==> src/rtl/kf_pic_pkg.sv <==
// Shared constants and helpers for the kf_pic interrupt controller.
package kf_pic_pkg;

  localparam logic [2:0] AddrIrr   = 3'd0;
  localparam logic [2:0] AddrIsr   = 3'd1;
  localparam logic [2:0] AddrImr   = 3'd2;
  localparam logic [2:0] AddrTrig  = 3'd3;
  localparam logic [2:0] AddrVbase = 3'd4;
  localparam logic [2:0] AddrCtrl  = 3'd5;
  localparam logic [2:0] AddrEoi   = 3'd6;
  localparam logic [2:0] AddrPrio  = 3'd7;

  localparam int unsigned CtrlAutoEoiBit = 0;
  localparam int unsigned CtrlRotateBit  = 1;
  localparam int unsigned EoiSpecificBit = 8;

  localparam logic [31:0] ImrRst  = 32'hFFFF_FFFF;
  localparam logic [31:0] TrigRst = 32'hFFFF_FFFF;

  // Rank 0 is the highest priority: channel prio+1 ranks 0, channel prio ranks n-1.
  function automatic logic [4:0] prio_rank(logic [4:0] ch, logic [4:0] prio, int unsigned n);
    int unsigned r;
    r = (32'(ch) + n - 32'(prio) - 1) % n;
    return 5'(r);
  endfunction

endpackage

==> src/rtl/kf_pic_if.sv <==
// Register bus, request lines and CPU handshake of the kf_pic controller.
interface kf_pic_if #(
  parameter int unsigned NUM_IRQ = 16
);
  logic                chip_select_n;
  logic                write_enable_n;
  logic                read_enable_n;
  logic [2:0]          address;
  logic [31:0]         data_bus_in;
  logic [31:0]         data_bus_out;
  logic                data_bus_io;
  logic [NUM_IRQ-1:0]  interrupt_request;
  logic                interrupt_to_cpu;
  logic                interrupt_acknowledge_n;
  logic                vector_valid;
  logic [7:0]          vector;

  modport slave (
    input  chip_select_n, write_enable_n, read_enable_n, address, data_bus_in,
    input  interrupt_request, interrupt_acknowledge_n,
    output data_bus_out, data_bus_io, interrupt_to_cpu, vector_valid, vector
  );

  modport master (
    output chip_select_n, write_enable_n, read_enable_n, address, data_bus_in,
    output interrupt_request, interrupt_acknowledge_n,
    input  data_bus_out, data_bus_io, interrupt_to_cpu, vector_valid, vector
  );
endinterface

==> src/rtl/kf_pic_priority.sv <==
// Rotating priority encoder: returns the highest-priority set request for a given pointer.
module kf_pic_priority
  import kf_pic_pkg::*;
#(
  parameter int unsigned NUM_IRQ = 16
) (
  input  logic [NUM_IRQ-1:0] req_i,
  input  logic [4:0]         prio_i,
  output logic               valid_o,
  output logic [4:0]         idx_o
);

  logic [5:0] best_rank;
  logic [4:0] rank;

  always_comb begin
    valid_o   = 1'b0;
    idx_o     = '0;
    best_rank = 6'h3F;
    rank      = '0;
    for (int unsigned c = 0; c < NUM_IRQ; c++) begin
      rank = prio_rank(5'(c), prio_i, NUM_IRQ);
      if (req_i[c] && ({1'b0, rank} < best_rank)) begin
        best_rank = {1'b0, rank};
        valid_o   = 1'b1;
        idx_o     = 5'(c);
      end
    end
  end

endmodule

==> src/rtl/kf_pic_nchan.sv <==
// N-channel programmable interrupt controller with rotating priority and nesting.
module kf_pic_nchan
  import kf_pic_pkg::*;
#(
  parameter int unsigned NUM_IRQ      = 16,
  parameter logic [7:0]  VEC_BASE_RST = 8'h08
) (
  input logic     clock,
  input logic     reset_n,
  kf_pic_if.slave bus
);

  typedef logic [NUM_IRQ-1:0] irq_vec_t;

  irq_vec_t   sync1_q, sync1_d, sync2_q, sync2_d, sync_prev_q, sync_prev_d;
  irq_vec_t   irr_edge_q, irr_edge_d, isr_q, isr_d, imr_q, imr_d, trig_q, trig_d;
  logic [7:0] vbase_q, vbase_d, vec_q, vec_d;
  logic [1:0] ctrl_q, ctrl_d;
  logic [4:0] prio_q, prio_d;
  logic       int_q, int_d, ack_prev_q, ack_prev_d, vv_q, vv_d;

  irq_vec_t   irr, req, edge_set, ack_set, ack_clr, eoi_clr, win_onehot, isr_onehot;
  logic       win_valid, isr_valid, eligible, ack_edge, wr, rd;
  logic [4:0] win_idx, isr_top;

  // Edge channels latch in irr_edge_q; level channels follow the synchronised line.
  assign irr        = (trig_q & irr_edge_q) | (~trig_q & sync2_q);
  assign req        = irr & ~imr_q;
  assign edge_set   = sync2_q & ~sync_prev_q;
  assign win_onehot = irq_vec_t'(1) << win_idx;
  assign isr_onehot = irq_vec_t'(1) << isr_top;
  assign ack_edge   = ack_prev_q & ~bus.interrupt_acknowledge_n;
  assign wr         = ~bus.chip_select_n & ~bus.write_enable_n;
  assign rd         = ~bus.chip_select_n & ~bus.read_enable_n;

  kf_pic_priority #(.NUM_IRQ(NUM_IRQ)) u_arb (
    .req_i   (req),
    .prio_i  (prio_q),
    .valid_o (win_valid),
    .idx_o   (win_idx)
  );

  kf_pic_priority #(.NUM_IRQ(NUM_IRQ)) u_isr (
    .req_i   (isr_q),
    .prio_i  (prio_q),
    .valid_o (isr_valid),
    .idx_o   (isr_top)
  );

  // Only the top request needs testing against in-service: lower ones cannot beat it.
  assign eligible = win_valid &&
                    (!isr_valid ||
                     (prio_rank(win_idx, prio_q, NUM_IRQ) < prio_rank(isr_top, prio_q, NUM_IRQ)));

  always_comb begin
    sync1_d     = bus.interrupt_request;
    sync2_d     = sync1_q;
    sync_prev_d = sync2_q;
    imr_d       = imr_q;
    trig_d      = trig_q;
    vbase_d     = vbase_q;
    ctrl_d      = ctrl_q;
    prio_d      = prio_q;
    int_d       = eligible;
    ack_prev_d  = bus.interrupt_acknowledge_n;
    vv_d        = 1'b0;
    vec_d       = vec_q;
    ack_set     = '0;
    ack_clr     = '0;
    eoi_clr     = '0;

    if (ack_edge) begin
      vv_d = 1'b1;
      if (eligible) begin
        vec_d = vbase_q + 8'(win_idx);
        if (!ctrl_q[CtrlAutoEoiBit]) begin
          ack_set = win_onehot;
        end else if (ctrl_q[CtrlRotateBit]) begin
          prio_d = win_idx;
        end
        if (trig_q[win_idx]) ack_clr = win_onehot;
      end else begin
        vec_d = vbase_q + 8'(NUM_IRQ - 1);
      end
    end

    // Written after the ack path so an EOI rotate or PRIO write overrides the auto-EOI rotate.
    if (wr) begin
      case (bus.address)
        AddrImr:   imr_d   = bus.data_bus_in[NUM_IRQ-1:0];
        AddrTrig:  trig_d  = bus.data_bus_in[NUM_IRQ-1:0];
        AddrVbase: vbase_d = bus.data_bus_in[7:0];
        AddrCtrl:  ctrl_d  = bus.data_bus_in[1:0];
        AddrPrio:  prio_d  = 5'(32'(bus.data_bus_in[4:0]) % NUM_IRQ);
        AddrEoi: begin
          if (bus.data_bus_in[EoiSpecificBit]) begin
            if (32'(bus.data_bus_in[4:0]) < NUM_IRQ) begin
              eoi_clr = irq_vec_t'(1) << bus.data_bus_in[4:0];
              if (ctrl_q[CtrlRotateBit]) prio_d = bus.data_bus_in[4:0];
            end
          end else if (isr_valid) begin
            eoi_clr = isr_onehot;
            if (ctrl_q[CtrlRotateBit]) prio_d = isr_top;
          end
        end
        default: ;
      endcase
    end

    irr_edge_d = ((irr_edge_q & ~ack_clr) | edge_set) & trig_q;
    isr_d      = (isr_q & ~eoi_clr) | ack_set;
  end

  always_comb begin
    bus.data_bus_out = '0;
    bus.data_bus_io  = ~rd;
    if (rd) begin
      case (bus.address)
        AddrIrr:   bus.data_bus_out = 32'(irr);
        AddrIsr:   bus.data_bus_out = 32'(isr_q);
        AddrImr:   bus.data_bus_out = 32'(imr_q);
        AddrTrig:  bus.data_bus_out = 32'(trig_q);
        AddrVbase: bus.data_bus_out = 32'(vbase_q);
        AddrCtrl:  bus.data_bus_out = 32'(ctrl_q);
        AddrPrio:  bus.data_bus_out = 32'(prio_q);
        default:   bus.data_bus_out = '0;
      endcase
    end
  end

  always_ff @(posedge clock or negedge reset_n) begin
    if (!reset_n) begin
      sync1_q     <= '0;
      sync2_q     <= '0;
      sync_prev_q <= '0;
      irr_edge_q  <= '0;
      isr_q       <= '0;
      imr_q       <= ImrRst[NUM_IRQ-1:0];
      trig_q      <= TrigRst[NUM_IRQ-1:0];
      vbase_q     <= VEC_BASE_RST;
      ctrl_q      <= '0;
      prio_q      <= 5'(NUM_IRQ - 1);
      int_q       <= 1'b0;
      ack_prev_q  <= 1'b1;
      vv_q        <= 1'b0;
      vec_q       <= '0;
    end else begin
      sync1_q     <= sync1_d;
      sync2_q     <= sync2_d;
      sync_prev_q <= sync_prev_d;
      irr_edge_q  <= irr_edge_d;
      isr_q       <= isr_d;
      imr_q       <= imr_d;
      trig_q      <= trig_d;
      vbase_q     <= vbase_d;
      ctrl_q      <= ctrl_d;
      prio_q      <= prio_d;
      int_q       <= int_d;
      ack_prev_q  <= ack_prev_d;
      vv_q        <= vv_d;
      vec_q       <= vec_d;
    end
  end

  assign bus.interrupt_to_cpu = int_q;
  assign bus.vector_valid     = vv_q;
  assign bus.vector           = vec_q;

endmodule

==> src/flat_wrapper.sv <==
// flat-port wrapper written by rule: the top's interface ports become plain ports
module kf_pic_nchan_flat import kf_pic_pkg::*;
#(
  parameter int unsigned NUM_IRQ      = 16,
  parameter logic [7:0]  VEC_BASE_RST = 8'h08
)
  (clock, reset_n, bus_chip_select_n, bus_write_enable_n, bus_read_enable_n, bus_address, bus_data_bus_in, bus_interrupt_request, bus_interrupt_acknowledge_n, bus_data_bus_out, bus_data_bus_io, bus_interrupt_to_cpu, bus_vector_valid, bus_vector);
  kf_pic_if #(.NUM_IRQ(NUM_IRQ)) bus_i ();
  input logic clock;
  input logic reset_n;
  input wire logic [$bits(bus_i.chip_select_n)-1:0] bus_chip_select_n;
  input wire logic [$bits(bus_i.write_enable_n)-1:0] bus_write_enable_n;
  input wire logic [$bits(bus_i.read_enable_n)-1:0] bus_read_enable_n;
  input wire logic [$bits(bus_i.address)-1:0] bus_address;
  input wire logic [$bits(bus_i.data_bus_in)-1:0] bus_data_bus_in;
  input wire logic [$bits(bus_i.interrupt_request)-1:0] bus_interrupt_request;
  input wire logic [$bits(bus_i.interrupt_acknowledge_n)-1:0] bus_interrupt_acknowledge_n;
  output wire logic [$bits(bus_i.data_bus_out)-1:0] bus_data_bus_out;
  output wire logic [$bits(bus_i.data_bus_io)-1:0] bus_data_bus_io;
  output wire logic [$bits(bus_i.interrupt_to_cpu)-1:0] bus_interrupt_to_cpu;
  output wire logic [$bits(bus_i.vector_valid)-1:0] bus_vector_valid;
  output wire logic [$bits(bus_i.vector)-1:0] bus_vector;
  assign bus_i.chip_select_n = bus_chip_select_n;
  assign bus_i.write_enable_n = bus_write_enable_n;
  assign bus_i.read_enable_n = bus_read_enable_n;
  assign bus_i.address = bus_address;
  assign bus_i.data_bus_in = bus_data_bus_in;
  assign bus_i.interrupt_request = bus_interrupt_request;
  assign bus_i.interrupt_acknowledge_n = bus_interrupt_acknowledge_n;
  assign bus_data_bus_out = bus_i.data_bus_out;
  assign bus_data_bus_io = bus_i.data_bus_io;
  assign bus_interrupt_to_cpu = bus_i.interrupt_to_cpu;
  assign bus_vector_valid = bus_i.vector_valid;
  assign bus_vector = bus_i.vector;
  kf_pic_nchan #(.NUM_IRQ(NUM_IRQ), .VEC_BASE_RST(VEC_BASE_RST)) u_core (.clock(clock), .reset_n(reset_n), .bus(bus_i));
endmodule
==> config.mk <==
export PLATFORM = sky130hd
export DESIGN_NAME = kf_pic_nchan_flat
export DESIGN_NICKNAME = d
export VERILOG_FILES = /design/src/rtl/kf_pic_pkg.sv /design/src/rtl/kf_pic_if.sv /design/src/rtl/kf_pic_priority.sv /design/src/rtl/kf_pic_nchan.sv /design/src/flat_wrapper.sv
export SDC_FILE = /design/constraint.sdc
export NUM_CORES = 1
export LEC_CHECK = 0
export CAP_MARGIN = 20
export CORE_AREA = 2 2 236 238
export DETAILED_ROUTE_END_ITERATION = 6
export DIE_AREA = 0 0 238 240
export DONT_BUFFER_PORTS = 1
export PLACE_DENSITY = 0.47
export SETUP_SLACK_MARGIN = 0.3
export SLEW_MARGIN = 30
export SYNTH_ARGS = -nofsm -noshare
export SYNTH_HDL_FRONTEND = slang
export SYNTH_SLANG_ARGS = --single-unit
==> constraint.sdc <==
create_clock -name clock -period 46.4 [get_ports clock]
set_clock_uncertainty 0.1 [all_clocks]
set_input_delay 6.96 -clock clock [delete_from_list [all_inputs] [get_ports clock]]
set_output_delay 6.96 -clock clock [all_outputs]
set_load 0.005 [all_outputs]
== Word level (Yosys, flattened, before mapping) ==
Cells that the tools add are included.

* Shift-type cells: 3
* $add $sub $neg: 40
* Reduce and logical (&&, ||, !) cells: 40
* Mux-type cells: 120
* $lt $le $gt $ge: 34
* Equal/unequal tests: 7
* Multipliers: 0
* Divide/modulo/power cells: 0
* Bitwise logic cells: 23

{| class="wikitable"
|+ Operators by type and width
! cell !! number
|-
| 5-bit 2-to-1 mux || 38
|-
| 4-bit by 6-bit less-than comparator with 1-bit output || 30
|-
| 6-bit 2-to-1 mux || 30
|-
| 16-bit 2-to-1 mux || 11
|-
| 16-bit AND || 7
|-
| 16-bit one-hot mux with 7 select lines || 1
|-
| 16-bit inverter || 5
|-
| 4-bit by 2-bit subtractor with 4-bit output (second input constant) || 15
|-
| 16-bit bitwise OR || 3
|-
| 1-bit by 5-bit left shift with 16-bit output (first input constant) || 3
|-
| 1-bit 2-to-1 mux || 36
|-
| 1-bit logical AND || 33
|-
| 32-bit 2-to-1 mux || 1
|-
| 4-bit subtractor (first input constant) || 8
|-
| 3-bit by 4-bit subtractor with 4-bit output (first input constant) || 4
|-
| 3-bit equality test (second input constant) || 4
|-
| 4-bit by 1-bit subtractor with 4-bit output (second input constant) || 3
|-
| 5-bit less-than comparator (second input constant) || 2
|-
| 5-bit one-hot mux with 2 select lines || 1
|-
| 4-bit by 1-bit adder with 4-bit output (second input constant) || 2
|-
| 8-bit by 4-bit adder with 8-bit output (second input constant) || 1
|-
| 8-bit by 5-bit adder with 8-bit output || 1
|-
| 8-bit 2-to-1 mux || 1
|-
| 2-bit AND reduction || 4
|-
| 13 further kinds || 23
|}

* Bits in read-only memories: 0
* Logic and storage cells: 281
* Memory bits (writable): 0
* Output and inout bits: 43
* Memories: 0
* Latch bits: 0
* Register bits: 138

== Longest topological paths before layout ==
* Depth after elaboration: 64
* Depth in mapped cells: 147
* Mapped depth without buffers: 143

== By module ==
Synthesis repeated with hierarchy kept, for this count alone.

* Cell total of the unflattened synthesis: 1,624
* Area total of the unflattened synthesis: 13,814.5 sq um

{| class="wikitable"
|+ Modules (own cells, without submodules)
! module !! cells an instance !! sequential area each (sq um) !! area each (sq um) !! times used
|-
| kf_pic_nchan || 693 || 3,500.9 || 7,171.9 || 1
|-
| kf_pic_priority at u_core.u_isr || 472 || 0.0 || 3,335.7 || 1
|-
| kf_pic_priority at u_core.u_arb || 459 || 0.0 || 3,306.9 || 1
|}

== Least setup slack after synthesis ==
No wires, ideal clock.

* Kind: reg2reg
* From: reg u_core.prio_q[0]
* To: reg u_core.prio_q[2]
* Clock period less this slack: 28.968 ns
* Buffers on the path: 6
* Setup time: 0.062 ns
* Cell stages (with the launch flop): 135
* Data required time: 46.238 ns
* Arrival time: 28.806 ns
* Setup slack: 17.432 ns
* Cell sequence: dfstp_2 -> buf_2 -> buf_2 -> inv_1 -> clkbuf_1 -> buf_1 -> ha_1 -> xnor2_1 -> ha_1 -> a21oi_1 -> a211o_1 -> nand2_1 -> mux2_2 -> ha_1 -> a21oi_1 -> nand4_1 -> a21oi_1 -> a31o_2 -> (+99 left out) -> nand4_1 -> buf_2 -> ha_1 -> a21o_1 -> a21oi_1 -> xnor2_1 -> xnor2_1 -> ha_1 -> nor2b_1 -> o21ai_0 -> o31a_1 -> and2_1 -> and3_1 -> clkbuf_1 -> mux2_2 -> o21a_1 -> o21bai_1 -> o41a_1

* Word-level cells in the longest chain between the ends: 63
* Elaborated cells between the ends (all ways): 208
* Classes of those cells: add/sub (38); order compare (32); mux (103); reduce/logical (35)

{| class="wikitable"
|+ RTL lines
! element !! line !! RTL
|-
| start, declared || kf_pic_nchan.sv:19 || <nowiki>logic [4:0] prio_q, prio_d;</nowiki>
|-
| start signal, assigned || kf_pic_nchan.sv:142 || <nowiki>prio_q <= 5'(NUM_IRQ - 1);</nowiki>
|-
| start signal, assigned || kf_pic_nchan.sv:157 || <nowiki>prio_q <= prio_d;</nowiki>
|-
| 1-bit by 4-bit subtractor with 4-bit output || kf_pic_pkg.sv:23 || <nowiki>r = (32'(ch) + n - 32'(prio) - 1) % n;</nowiki>
|-
| 4-bit by 1-bit subtractor with 4-bit output || kf_pic_pkg.sv:23 ||
|-
| 4-bit by 6-bit less-than comparator with 1-bit output || kf_pic_priority.sv:23 || <nowiki>if (req_i[c] && ({1'b0, rank} < best_rank)) begin</nowiki>
|-
| 1-bit logical AND || kf_pic_priority.sv:23 ||
|-
| 6-bit 2-to-1 mux || kf_pic_priority.sv:23 ||
|-
| 4-bit by 6-bit less-than comparator with 1-bit output || kf_pic_priority.sv:23 ||
|-
| 1-bit logical AND || kf_pic_priority.sv:23 ||
|-
| 6-bit 2-to-1 mux || kf_pic_priority.sv:23 ||
|-
| (+48 left out) || -- ||
|-
| named net u_core.eligible || kf_pic_nchan.sv:23 || <nowiki>logic win_valid, isr_valid, eligible, ack_edge, wr, rd;</nowiki>
|-
| 5-bit 2-to-1 mux * || kf_pic_nchan.sv:74 || <nowiki>if (eligible) begin</nowiki>
|-
| 5-bit 2-to-1 mux * || kf_pic_nchan.sv:72 || <nowiki>if (ack_edge) begin</nowiki>
|-
| 5-bit 2-to-1 mux, on equally long branches || kf_pic_nchan.sv:103, kf_pic_nchan.sv:99 ||
|-
| 5-bit 2-to-1 mux, on equally long branches || kf_pic_nchan.sv:101, kf_pic_nchan.sv:97 ||
|-
| 5-bit 2-to-1 mux || kf_pic_nchan.sv:96 || <nowiki>if (bus.data_bus_in[EoiSpecificBit]) begin</nowiki>
|-
| 5-bit one-hot mux with 2 select lines || kf_pic_nchan.sv:89 || <nowiki>case (bus.address)</nowiki>
|-
| 5-bit 2-to-1 mux * || kf_pic_nchan.sv:88 || <nowiki>if (wr) begin</nowiki>
|-
| named net u_core.prio_d[2] || kf_pic_nchan.sv:19 ||
|}

The timed path passes the listed nets; every way through them passes the cells marked *.
A chain may end at the register's enable or synchronous reset.

== Worst setup path in the final report ==
* From: reg u_core.prio_q[2]
* To: reg u_core.vec_q[7], in the netlist u_core.bus.vector[7]

* Word-level cells in the longest chain between the ends: 57
* Elaborated cells between the ends (all ways): 199
* Classes of those cells: add/sub (39); order compare (32); mux (93); reduce/logical (35)

{| class="wikitable"
|+ RTL lines
! element !! line !! RTL
|-
| 1-bit by 4-bit subtractor with 4-bit output || kf_pic_pkg.sv:23 ||
|-
| 4-bit by 1-bit subtractor with 4-bit output || kf_pic_pkg.sv:23 ||
|-
| 4-bit by 6-bit less-than comparator with 1-bit output || kf_pic_priority.sv:23 ||
|-
| 1-bit logical AND || kf_pic_priority.sv:23 ||
|-
| 6-bit 2-to-1 mux || kf_pic_priority.sv:23 ||
|-
| 4-bit by 6-bit less-than comparator with 1-bit output || kf_pic_priority.sv:23 ||
|-
| 1-bit logical AND || kf_pic_priority.sv:23 ||
|-
| 6-bit 2-to-1 mux || kf_pic_priority.sv:23 ||
|-
| (+42 left out) || -- ||
|-
| 4-bit by 1-bit adder with 4-bit output || kf_pic_pkg.sv:23 ||
|-
| 4-bit subtractor || kf_pic_pkg.sv:23 ||
|-
| 4-bit by 1-bit subtractor with 4-bit output || kf_pic_pkg.sv:23 ||
|-
| 4-bit less-than comparator || kf_pic_nchan.sv:53 || <nowiki>(prio_rank(win_idx, prio_q, NUM_IRQ) < prio_rank(isr_top, prio_q, NUM_IRQ)));</nowiki>
|-
| 1-bit logical OR || kf_pic_nchan.sv:52 || <nowiki>(!isr_valid ||</nowiki>
|-
| 1-bit logical AND * || kf_pic_nchan.sv:51 || <nowiki>assign eligible = win_valid &&</nowiki>
|-
| named net u_core.eligible || kf_pic_nchan.sv:23 ||
|-
| 8-bit 2-to-1 mux * || kf_pic_nchan.sv:74 ||
|-
| end signal, assigned || kf_pic_nchan.sv:161 || <nowiki>vec_q <= vec_d;</nowiki>
|-
| end, declared || kf_pic_nchan.sv:17 || <nowiki>logic [7:0] vbase_q, vbase_d, vec_q, vec_d;</nowiki>
|}

Marked as above.

==> flow_metrics.py <==
metrics = {
    "status": {
        "status": "finished clean",
    },
    "die": {
        "start_util_pct": 24.83,
        "die-area_sq_um": 57120,
        "fp.dieW_um": 238,
        "io_pins": 100,
        "core_sq_um": 54660,
        "num_rows": 86,
        "fp.dieH_um": 240,
    },
    "sta": {
        "period_needed_ns": 35.38,
        "final-setup-viol-count": 0,
        "totalNegativeSetupSlack_ns": 0,
        "max_freq_mhz": 28.27,
        "rsz0062_at_grt": "no",
        "hold_viol_final": 0,
        "period_share_pct": 76.24,
        "slew_violations": 0,
        "layout_setup_ws_ns": 11.02,
        "tightest_slew_ns": 0.9591,
        "relSlewSlack_pct": 35.91,
    },
    "grt": {
        "grt_pass1_wl_um": 79340,
        "grt_max_degree": 139,
        "grt.overflow.total": 0,
        "antenna_found_initial": 0,
        "grt_pass1_vias": 12959,
        "grt_util_all_layers_pct": 18.12,
    },
    "synthesis": {
        "synth_edf_count": 0,
        "async_reset_ff_share_pct": 100.0,
        "ys_top_cells_by_area": "dfrtp_1, ha_1, dfstp_2, mux2_2, nand2_1",
        "synth_common_cells": "nand2_1, nor2_1, a21oi_1, dfrtp_1, o21ai_0",
        "netlist_instances": 1645,
        "yosysSeqAreaShare_pct": 25.80,
        "synth_top_area_cell": "dfrtp_1",
        "synth_ff_type": "dfrtp_1",
        "yosys.area.top_type_share_pct": 18.44,
        "ys_warn_count": 0,
        "synth_seq_cells": 138,
        "syn_area_per_cell_sq_um": 8.250,
        "netlist_area_sq_um": 13570,
        "synth_cell_types": 119,
        "yosysMostFrequentCell": "nand2_1",
    },
    "clocking": {
        "clock_latency_ns": 0.44,
        "numCtsBuffers": 17,
        "cts_resized": 0,
        "post-cts-setup-buffers": 0,
        "cts_hold_buf": 0,
        "clockBufferDepth": 2,
        "clock-sinks": 138,
        "htree_num_levels": 4,
        "tritoncts": "yes",
        "clk_pin_slew_ns": 0.06,
        "cts_root_buffer": "clkbuf_16",
    },
    "worst_hold_path": {
        "worstHoldPathCells": 0,
        "worst_hold_startpoint": "u_core.sync1_q[4]",
        "min_to": "u_core.sync2_q[4]",
        "min_path_type": "flop to flop",
    },
    "routing": {
        "drt_iter0_drc": 919,
        "avgRoutedWirePerCell_um": 22.19,
        "route.antenna.remaining_nets": 0,
        "num_vias": 13070,
        "drc_errors": 0,
        "viasPerCell": 5.581,
        "firstDrtPassIters": 5,
        "wl_um": 51970,
    },
    "placement": {
        "dp_slack_ns": 11.24,
        "io_buffers": 0,
        "place.gp.congestion": 0.8831,
        "hpwl_um": 39450,
    },
    "critical_path": {
        "worst_ep_arrival_time_ns": 35.56,
        "r2r_end": "u_core.bus.vector[7]",
        "crit_required_ns": 46.59,
        "cp-end-kind": "flop",
        "reg2reg_depth": 135,
        "rrSetupSlack_ns": 11.02,
        "worst-setup-path-type": "flop to flop",
        "crit_fanout": 14,
        "critPathLaunchType": "flop",
        "r2r-start": "u_core.prio_q[2]",
        "critPathMaxStageDelay_ns": 0.89,
        "cpMaxStageDelayCell": "dfstp_2",
    },
    "final_layout": {
        "syn2layout_area_growth_pct": 10.43,
        "nFillCells": 5890,
        "antenna_cells": 0,
        "finish.net_count": 1769,
        "multiInputGateArea_sq_um": 9577,
        "regArea_sq_um": 3501,
        "drive_gt1_share_pct": 15.20,
    },
    "job": {
        "cap_viol_max_count": 0,
    },
}
-- registers in the layout, indices dropped and copies added, names as in the netlist --
| signal | count |
|---|---|
| u_core.ack_prev_q | 1 |
| u_core.bus.interrupt_to_cpu | 1 |
| u_core.bus.vector | 8 |
| u_core.bus.vector_valid | 1 |
| u_core.ctrl_q | 2 |
| u_core.imr_q | 16 |
| u_core.irr_edge_q | 16 |
| u_core.isr_q | 16 |
| u_core.prio_q | 5 |
| u_core.sync1_q | 16 |
| u_core.sync2_q | 16 |
| u_core.sync_prev_q | 16 |
| u_core.trig_q | 16 |
| u_core.vbase_q | 8 |
-- worst max-delay path: cells and delay by family (launching register included) --
kind | cells | cell delay, ns
buffers and inverters | 5 | 0.78
muxes | 8 | 3.12
adders and majority gates | 20 | 6.24
DFF | 1 | 0.89
xor gates and xnor gates | 2 | 0.70
AOI/OAI and AO/OA | 69 | 17.52
and+or+nand+nor | 31 | 5.84
-- how the worst max path moves through the flow --
| stage | cells after the start | slack, ns | endpoint | from |
|---|---|---|---|---|
| 2_1_floorplan | 134 | 17.43 | u_core.prio_q[2] | u_core.prio_q[0] |
| 3_3_place_gp | 135 | 11.45 | u_core.bus.vector[7] | u_core.prio_q[2] |
| 3_5_place_dp | 135 | 11.24 | u_core.bus.vector[7] | u_core.prio_q[2] |
| 4_1_cts | 135 | 11.09 | u_core.bus.vector[7] | u_core.prio_q[2] |
| 5_1_grt | 135 | 8.24 | u_core.bus.vector[7] | u_core.prio_q[2] |
| 6_report | 135 | 11.02 | u_core.bus.vector[7] | u_core.prio_q[2] |
-- cell usage in the layout, fill, tap and decap left out, types with 9 or more instances in the layout --
| cell type | n |
|---|---|
| nor2b_1 | 23 |
| a31o_2 | 9 |
| o21a_1 | 28 |
| o211ai_1 | 28 |
| a22oi_1 | 10 |
| and2_1 | 17 |
| and3_1 | 17 |
| mux2_2 | 80 |
| a31oi_1 | 41 |
| a21o_1 | 42 |
| o21ai_1 | 20 |
| nor2_1 | 146 |
| nor4_1 | 11 |
| nand4_1 | 15 |
| nand2b_1 | 49 |
| conb_1 | 16 |
| xnor2_1 | 13 |
| nand2_1 | 162 |
| o31a_1 | 10 |
| dfrtp_1 | 100 |
| dfstp_2 | 38 |
| o22ai_1 | 12 |
| clkbuf_16 | 17 |
| buf_4 | 24 |
| o21ai_0 | 89 |
| a211oi_1 | 17 |
| ha_1 | 84 |
| mux2i_1 | 19 |
| o31ai_1 | 12 |
| a21oi_1 | 106 |
| nand3_1 | 45 |
| inv_1 | 53 |
| nor3_1 | 34 |
-- final cells by class --
type	instances	share of cell area, %
clock inverter	13	1.294
clock buffer	19	2.955
inverter	55	1.378
timing repair buffer	25	1.236
tap	704	5.877
sequential	138	23.36
multi-input combinational	1388	63.90
-- per-stage QoR --
stage,cells,utilization [%],hold WS (ns),cell area (sq um)
2_1_floorplan,1660,-,0.2312,13630
3_3_place_gp,2309,26.19,0.2316,14320
3_5_place_dp,2309,26.22,0.2347,14330
4_1_cts,2341,27.39,0.2492,14970
5_1_grt,2342,27.42,0.2552,14990
6_report,2342,27.42,0.2463,14990
-- kinds of logic (layout without fill, tap and decap cells) --
| family | Yosys count | in the layout | synth area share [%] |
|---|---|---|---|
| mux | 104 | 104 | 8.666 |
| flops | 138 | 138 | 25.80 |
| fa+ha+maj | 89 | 89 | 8.334 |
| xor+xnor | 21 | 21 | 1.355 |
| compound gates | 575 | 575 | 30.47 |
| simple gates | 583 | 583 | 21.07 |
| other cells | 1 | 16 | 0.02763 |
| buf+inv | 134 | 112 | 4.287 |
-- per-layer routing --
metal	GRT usage, %	vias up	part of all wire, %
met4	6.553	0	3.3
li1	-	6156	-
met2	30.49	455	46
met3	2.032	86	5.2
met1	23.97	6373	45
met5	0	-	0
Power is not shown: default switching activity piles up to over one toggle a cycle in this logic, so the estimate is an artifact.
